### src/rtl/stepper_pulse_gen.sv
// stepper_pulse_gen
//   Step/direction pulse generator. A start strobe latches a step count,
//   period and direction; after a direction setup delay the block emits
//   step_num pulses of PULSE_WIDTH cycles, one per period, then pulses done.
//   stop aborts the move in SETUP or RUN.
//
//   Optional feature: define STEP_RAMP_EN for linear acceleration. The first
//   period is four times the effective period (saturating), and each later
//   period shrinks by RAMP_DEC down to the effective period.
//
// Ports
//   clk       in   system clock
//   rst       in   synchronous active-high reset
//   start     in   one-cycle command strobe, sampled only in IDLE
//   stop      in   abort request, honoured in SETUP and RUN
//   dir_in    in   requested direction, latched on start
//   step_num  in   [31:0] number of steps, latched on start
//   period    in   [31:0] step period in cycles, latched on start
//   busy      out  move in progress (SETUP or RUN)
//   done      out  one-cycle completion/abort pulse
//   step_out  out  step pulse to the driver
//   dir_out   out  direction to the driver, held between moves
//   step_cnt  out  [31:0] completed step periods of current/last move
module stepper_pulse_gen #(
  parameter int unsigned CLK_FREQ    = 100_000_000,
  parameter int unsigned PULSE_WIDTH = 100,
  parameter int unsigned DIR_SETUP   = 50,
  parameter int unsigned MIN_PERIOD  = 200,
  parameter int unsigned RAMP_DEC    = 100
) (
  input  logic        clk,
  input  logic        rst,
  input  logic        start,
  input  logic        stop,
  input  logic        dir_in,
  input  logic [31:0] step_num,
  input  logic [31:0] period,
  output logic        busy,
  output logic        done,
  output logic        step_out,
  output logic        dir_out,
  output logic [31:0] step_cnt
);

  if (CLK_FREQ == 0 || DIR_SETUP == 0 || MIN_PERIOD <= PULSE_WIDTH || RAMP_DEC == 0) begin : g_param_err
    $error("stepper_pulse_gen: invalid parameter set");
  end

  localparam logic [31:0] PW_W       = 32'(PULSE_WIDTH);
  localparam logic [31:0] MIN_P_W    = 32'(MIN_PERIOD);
  localparam logic [31:0] SETUP_LAST = 32'(DIR_SETUP - 1);

  typedef enum logic [1:0] {
    IDLE,
    SETUP,
    RUN,
    DONE
  } state_t;

  state_t      r_state;
  state_t      w_state_next;
  logic [31:0] r_step_num;
  logic [31:0] r_eff_period;
  logic [31:0] r_cnt;        // setup delay counter in SETUP, period_cnt in RUN
  logic [31:0] r_step_cnt;
  logic        r_dir;
  logic [31:0] w_eff_in;
  logic [31:0] w_cur_period;
  logic        w_period_end;
  logic        w_last_step;

  assign w_eff_in = (period < MIN_P_W) ? MIN_P_W : period;

`ifdef STEP_RAMP_EN
  localparam logic [31:0] RAMP_W = 32'(RAMP_DEC);

  logic [31:0] r_cur_period;
  logic [31:0] w_ramp_init;

  // eff<<2 saturates when either of the top two bits would be shifted out
  assign w_ramp_init  = (w_eff_in[31:30] != 2'b00) ? '1 : {w_eff_in[29:0], 2'b00};
  assign w_cur_period = r_cur_period;

  always_ff @(posedge clk) begin
    if (rst) begin
      r_cur_period <= '0;
    end else if (r_state == IDLE && start) begin
      r_cur_period <= w_ramp_init;
    end else if (w_period_end) begin
      // cur >= eff always holds, so the difference cannot underflow
      if ((r_cur_period - r_eff_period) > RAMP_W) begin
        r_cur_period <= r_cur_period - RAMP_W;
      end else begin
        r_cur_period <= r_eff_period;
      end
    end
  end
`else
  assign w_cur_period = r_eff_period;
`endif

  always_comb begin
    w_period_end = (r_state == RUN) && (r_cnt == w_cur_period - 32'd1);
    // stop coinciding with the final wrap still completes the move
    w_last_step  = w_period_end && ((r_step_cnt + 32'd1) == r_step_num);
    w_state_next = r_state;
    case (r_state)
      IDLE: begin
        if (start) begin
          w_state_next = (step_num == '0) ? DONE : SETUP;
        end
      end
      SETUP: begin
        if (stop) begin
          w_state_next = DONE;
        end else if (r_cnt == SETUP_LAST) begin
          w_state_next = RUN;
        end
      end
      RUN: begin
        if (w_last_step || stop) begin
          w_state_next = DONE;
        end
      end
      DONE:    w_state_next = IDLE;
      default: w_state_next = IDLE;
    endcase
  end

  always_ff @(posedge clk) begin
    if (rst) begin
      r_state      <= IDLE;
      r_step_num   <= '0;
      r_eff_period <= '0;
      r_cnt        <= '0;
      r_step_cnt   <= '0;
      r_dir        <= 1'b0;
    end else begin
      r_state <= w_state_next;
      case (r_state)
        IDLE: begin
          if (start) begin
            r_step_num   <= step_num;
            r_eff_period <= w_eff_in;
            r_step_cnt   <= '0;
            r_dir        <= dir_in;
            r_cnt        <= '0;
          end
        end
        SETUP: begin
          r_cnt <= (r_cnt == SETUP_LAST) ? '0 : r_cnt + 32'd1;
        end
        RUN: begin
          if (w_period_end) begin
            r_step_cnt <= r_step_cnt + 32'd1;
            r_cnt      <= '0;
          end else begin
            r_cnt <= r_cnt + 32'd1;
          end
        end
        default: ;
      endcase
    end
  end

  assign busy     = (r_state == SETUP) || (r_state == RUN);
  assign done     = (r_state == DONE);
  assign step_out = (r_state == RUN) && (r_cnt < PW_W);
  assign dir_out  = r_dir;
  assign step_cnt = r_step_cnt;

endmodule
### config.mk
export PLATFORM = sky130hd
export DESIGN_NAME = stepper_pulse_gen
export DESIGN_NICKNAME = d
export VERILOG_FILES = /design/src/rtl/stepper_pulse_gen.sv
export SDC_FILE = /design/constraint.sdc
export NUM_CORES = 1
export LEC_CHECK = 0
export CAP_MARGIN = 25
export CORE_AREA = 2 2 127 129
export DETAILED_ROUTE_END_ITERATION = 6
export DIE_AREA = 0 0 129 131
export HOLD_SLACK_MARGIN = 0.03
export PLACE_DENSITY = 0.79
export SLEW_MARGIN = 20
export SYNTH_ARGS = -nofsm -noshare
export SYNTH_HDL_FRONTEND = slang
export SYNTH_SLANG_ARGS = --single-unit
export TNS_END_PERCENT = 1
### constraint.sdc
create_clock -name clk -period 10.65 [get_ports clk]
set_clock_uncertainty 0.1 [all_clocks]
set_input_delay 2.13 -clock clk [delete_from_list [all_inputs] [get_ports clk]]
set_output_delay 2.13 -clock clk [all_outputs]
set_load 0.05 [all_outputs]
==> impl_metrics.tcl <==
set metrics [dict create \
    status "finished clean" \
    cts.sinks 131 \
    hold_buffers 0 \
    syn_area_per_cell_um2 7.58 \
    crit_start "r_state[0]$_SDFFE_PP0P_" \
    critPathCapture "step_out" \
    hold_start "r_step_num[5]$_SDFFE_PP0P_" \
    die-area_um2 16900 \
    power_leakage_nw 3.52 \
    synth_seq_area_share_pct 31.1 \
    hp-class "reg2reg" \
    post-route-min-period_ns 4.96 \
    rr_endpoint "step_cnt[18]$_SDFFE_PP0P_" \
    syn2layout_area_growth_pct 19.7 \
    power_frac_seq_pct 30.5 \
    crit_chain "inv_1, ha_1, buf_4, o21ai_0, nor3_1, clkdlybuf4s50_1" \
    htreeDepth 4 \
    synth.distinct_cells 78 \
    r2r_start "r_eff_period[0]$_SDFFE_PP0P_" \
    drc_errors 0 \
    hold_viol_final 0 \
    rsz0062_at_grt "false" \
    ys_ff_latch 131 \
    max-slew-margin-rel_pct 38.0 \
    rows 46 \
    routed_wl_um 25000 \
    pwr-share-comb_pct 37.3 \
    dr.first_iter.drc_count 1172 \
    final_layout_size_suffix_gt1_share_pct 5.26 \
    cp.arrival_ns 2.73 \
    wl_per_cell_um 17.9 \
    first_global_vias 7820 \
    powerDensity_nw_per_um2 196 \
    grt_start_max_net_pins 87 \
    via_per_inst 6.26 \
    switching_power_w 0.000750 \
    final_core_util_pct 64.8 \
    post-route-period-util_pct 46.6 \
    tns_ns 0 \
    reg2regPathDepth 12 \
    synth_flop_cell "dfxtp_1" \
    place_congestion 0.954 \
    switching_share_pct 37.9 \
    holdWs_ns 0.367 \
    placed_cells 1361 \
    antenna_found_initial 0 \
    clock.fmax_mhz 201 \
    cts-root-buf "clkbuf_16" \
    cts_buffers 17 \
    worstSetupStartpointType "register" \
    die_h_um 131 \
    cts_tree "built" \
    critical_path_class "reg2out" \
    drv_cap 0 \
    ant_nets 0 \
    start_util_pct 54.1 \
    ys_async_sr_fraction_pct 0 \
    reg2reg_slack_ns 6.22 \
    clkTransAtPathRegs_ns 0.05 \
    portBuffers 104 \
    cp-end-kind "output pin" \
    drv_slew 0 \
    dp_hpwl_um 17600 \
    pin_count 105 \
    cts_resized 0 \
    die_w_um 129 \
    vias 8723 \
    yosysWarnings 0 \
    crit_slowest_cell "clkdlybuf4s50_1" \
    synthCells 1113 \
    gr-total-overflow 0 \
    tightestPinTransition_ns 0.921 \
    crit_path_max_incr_delay_ns 0.85 \
    clock_latency_ns 0.43 \
    clock_power_share_pct 32.2 \
    fillers 1394 \
    post-cts-setup-buffers 0 \
    firstDrtPassIters 5 \
    grt_usage_pct 30.1 \
    clock_path_buffers 2 \
    worstPathMaxFanout 39 \
    max-vdd-ir-drop_mv 0.133 \
    internal-power_w 0.00123 \
    coreArea_um2 15600 \
    netlist_area_um2 8440 \
    nets 1243 \
    syn-num-nets 1191 \
    synth_edf_count 0 \
    required_ns 8.42 \
    antennaDiodeCount 0 \
    layout.cells.non_filler 1394 \
    grt_pass1_wl_um 40400 \
    setup_violations 0 \
]
## state kept, by name (all words and copies together) (netlist names)
name          flops
r_eff_period     32
dir_out           1
step_cnt         32
r_cnt            32
r_state           2
r_step_num       32
## stage by stage
step	area, um^2	total power (W)	setup WS (ns)
3_5_place_dp	9440	0.00133	5.82
6_report	10100	0.00198	5.69
5_1_grt	10100	0.00208	5.58
4_1_cts	10100	0.00197	5.69
2_1_floorplan	8440	0.00115	6.02
3_3_place_gp	9420	0.00131	5.83
## power by group through the flow
stage	registers (W)	clock network (W)	logic, W
floorplan	0.000580	0	0.000573
global placement	0.000609	0	0.000704
detailed placement	0.000611	0	0.000718
CTS	0.000600	0.000641	0.000725
global route	0.000610	0.000659	0.000810
finish	0.000603	0.000638	0.000738
## cells in the mapped netlist, types with 8 or more instances
cell type / instances / area (um^2)
xor2_1: 30 / 263
nand4_1: 25 / 156
xnor2_1: 53 / 464
a31oi_1: 29 / 181
nand2b_1: 14 / 87.6
a311oi_1: 8 / 70.1
nand3_1: 38 / 190
or3_1: 22 / 138
or4_1: 28 / 210
o21ai_0: 22 / 110
nor2_1: 57 / 214
nand4b_1: 9 / 78.8
nand2_1: 174 / 653
ha_1: 9 / 113
dfxtp_1: 131 / 2620
and3_1: 15 / 93.8
a21o_1: 8 / 60.1
and2_1: 21 / 131
nor4_1: 30 / 188
a21oi_1: 112 / 561
o21ai_1: 21 / 105
clkbuf_1: 59 / 221
nor3_1: 29 / 145
buf_2: 8 / 40.0
nor2b_1: 12 / 75.1
inv_1: 21 / 78.8
## cells by family after synthesis
family / after synthesis / synth area share (%)
and+or+nand+nor: 515 / 32.5
AOI/OAI and AO/OA: 269 / 20.3
DFF: 131 / 31.1
buffers and inverters: 98 / 5.19
xor gates and xnor gates: 83 / 8.62
adders and majority gates: 9 / 1.33
muxes: 8 / 0.964
## cell type report
| class | count | area, um^2 | share of cell area, % |
|---|---|---|---|
| clock buffer | 20 | 467 | 4.62 |
| clock inverter | 12 | 179 | 1.77 |
| inverter | 21 | 78.8 | 0.780 |
| multi-input combinational | 884 | 5380 | 53.3 |
| sequential | 131 | 2620 | 26.0 |
| tap | 216 | 270 | 2.68 |
| timing repair buffer | 110 | 1100 | 10.9 |
## worst max-delay path, delay by kind of cell, from the launching register on
| family | cells | cell delay (ns) |
|---|---|---|
| AO/OA/AOI/OAI | 1 | 0.20 |
| AND/OR/NAND/NOR | 1 | 0.24 |
| adder cells (fa/ha/maj) | 1 | 0.17 |
| buffers and inverters | 3 | 1.38 |
| flip-flops | 1 | 0.33 |
## cell usage in the layout (no fill, tap or decap), drive strengths merged, types with 20 or more instances in the layout
master           n
nand2          175
dfxtp          131
a21oi          113
clkdlybuf4s50  103
nor2            57
xnor2           53
o21ai           43
nand3           38
nor4            33
xor2            30
nor3            30
a31oi           29
or4             28
nand4           26
or3             22
and2            22
inv             21
clkbuf          20
## how the worst min path moves through the flow
stage                                               end  slack (ns)  cells past startpoint
after detailed placement     r_step_num[6]$_SDFFE_PP0P_        0.36                      2
final                        r_step_num[5]$_SDFFE_PP0P_        0.37                      2
after CTS                    r_step_num[6]$_SDFFE_PP0P_        0.37                      2
after floorplan           r_eff_period[31]$_SDFFE_PP0P_        0.35                      2
after global routing         r_step_num[6]$_SDFFE_PP0P_        0.38                      2
after global placement             dir_out$_SDFFE_PP0P_        0.35                      2
## per-layer routing
metal	global-route usage (%)	routed length (um)	vias to the layer above
li1	-	-	4147
met1	43.4	11300	4111
met2	46.2	11100	418
met3	5.74	2180	47
met4	8.31	406	0
met5	0	0	-
No activity file was read; power rests on OpenSTA's default activity.
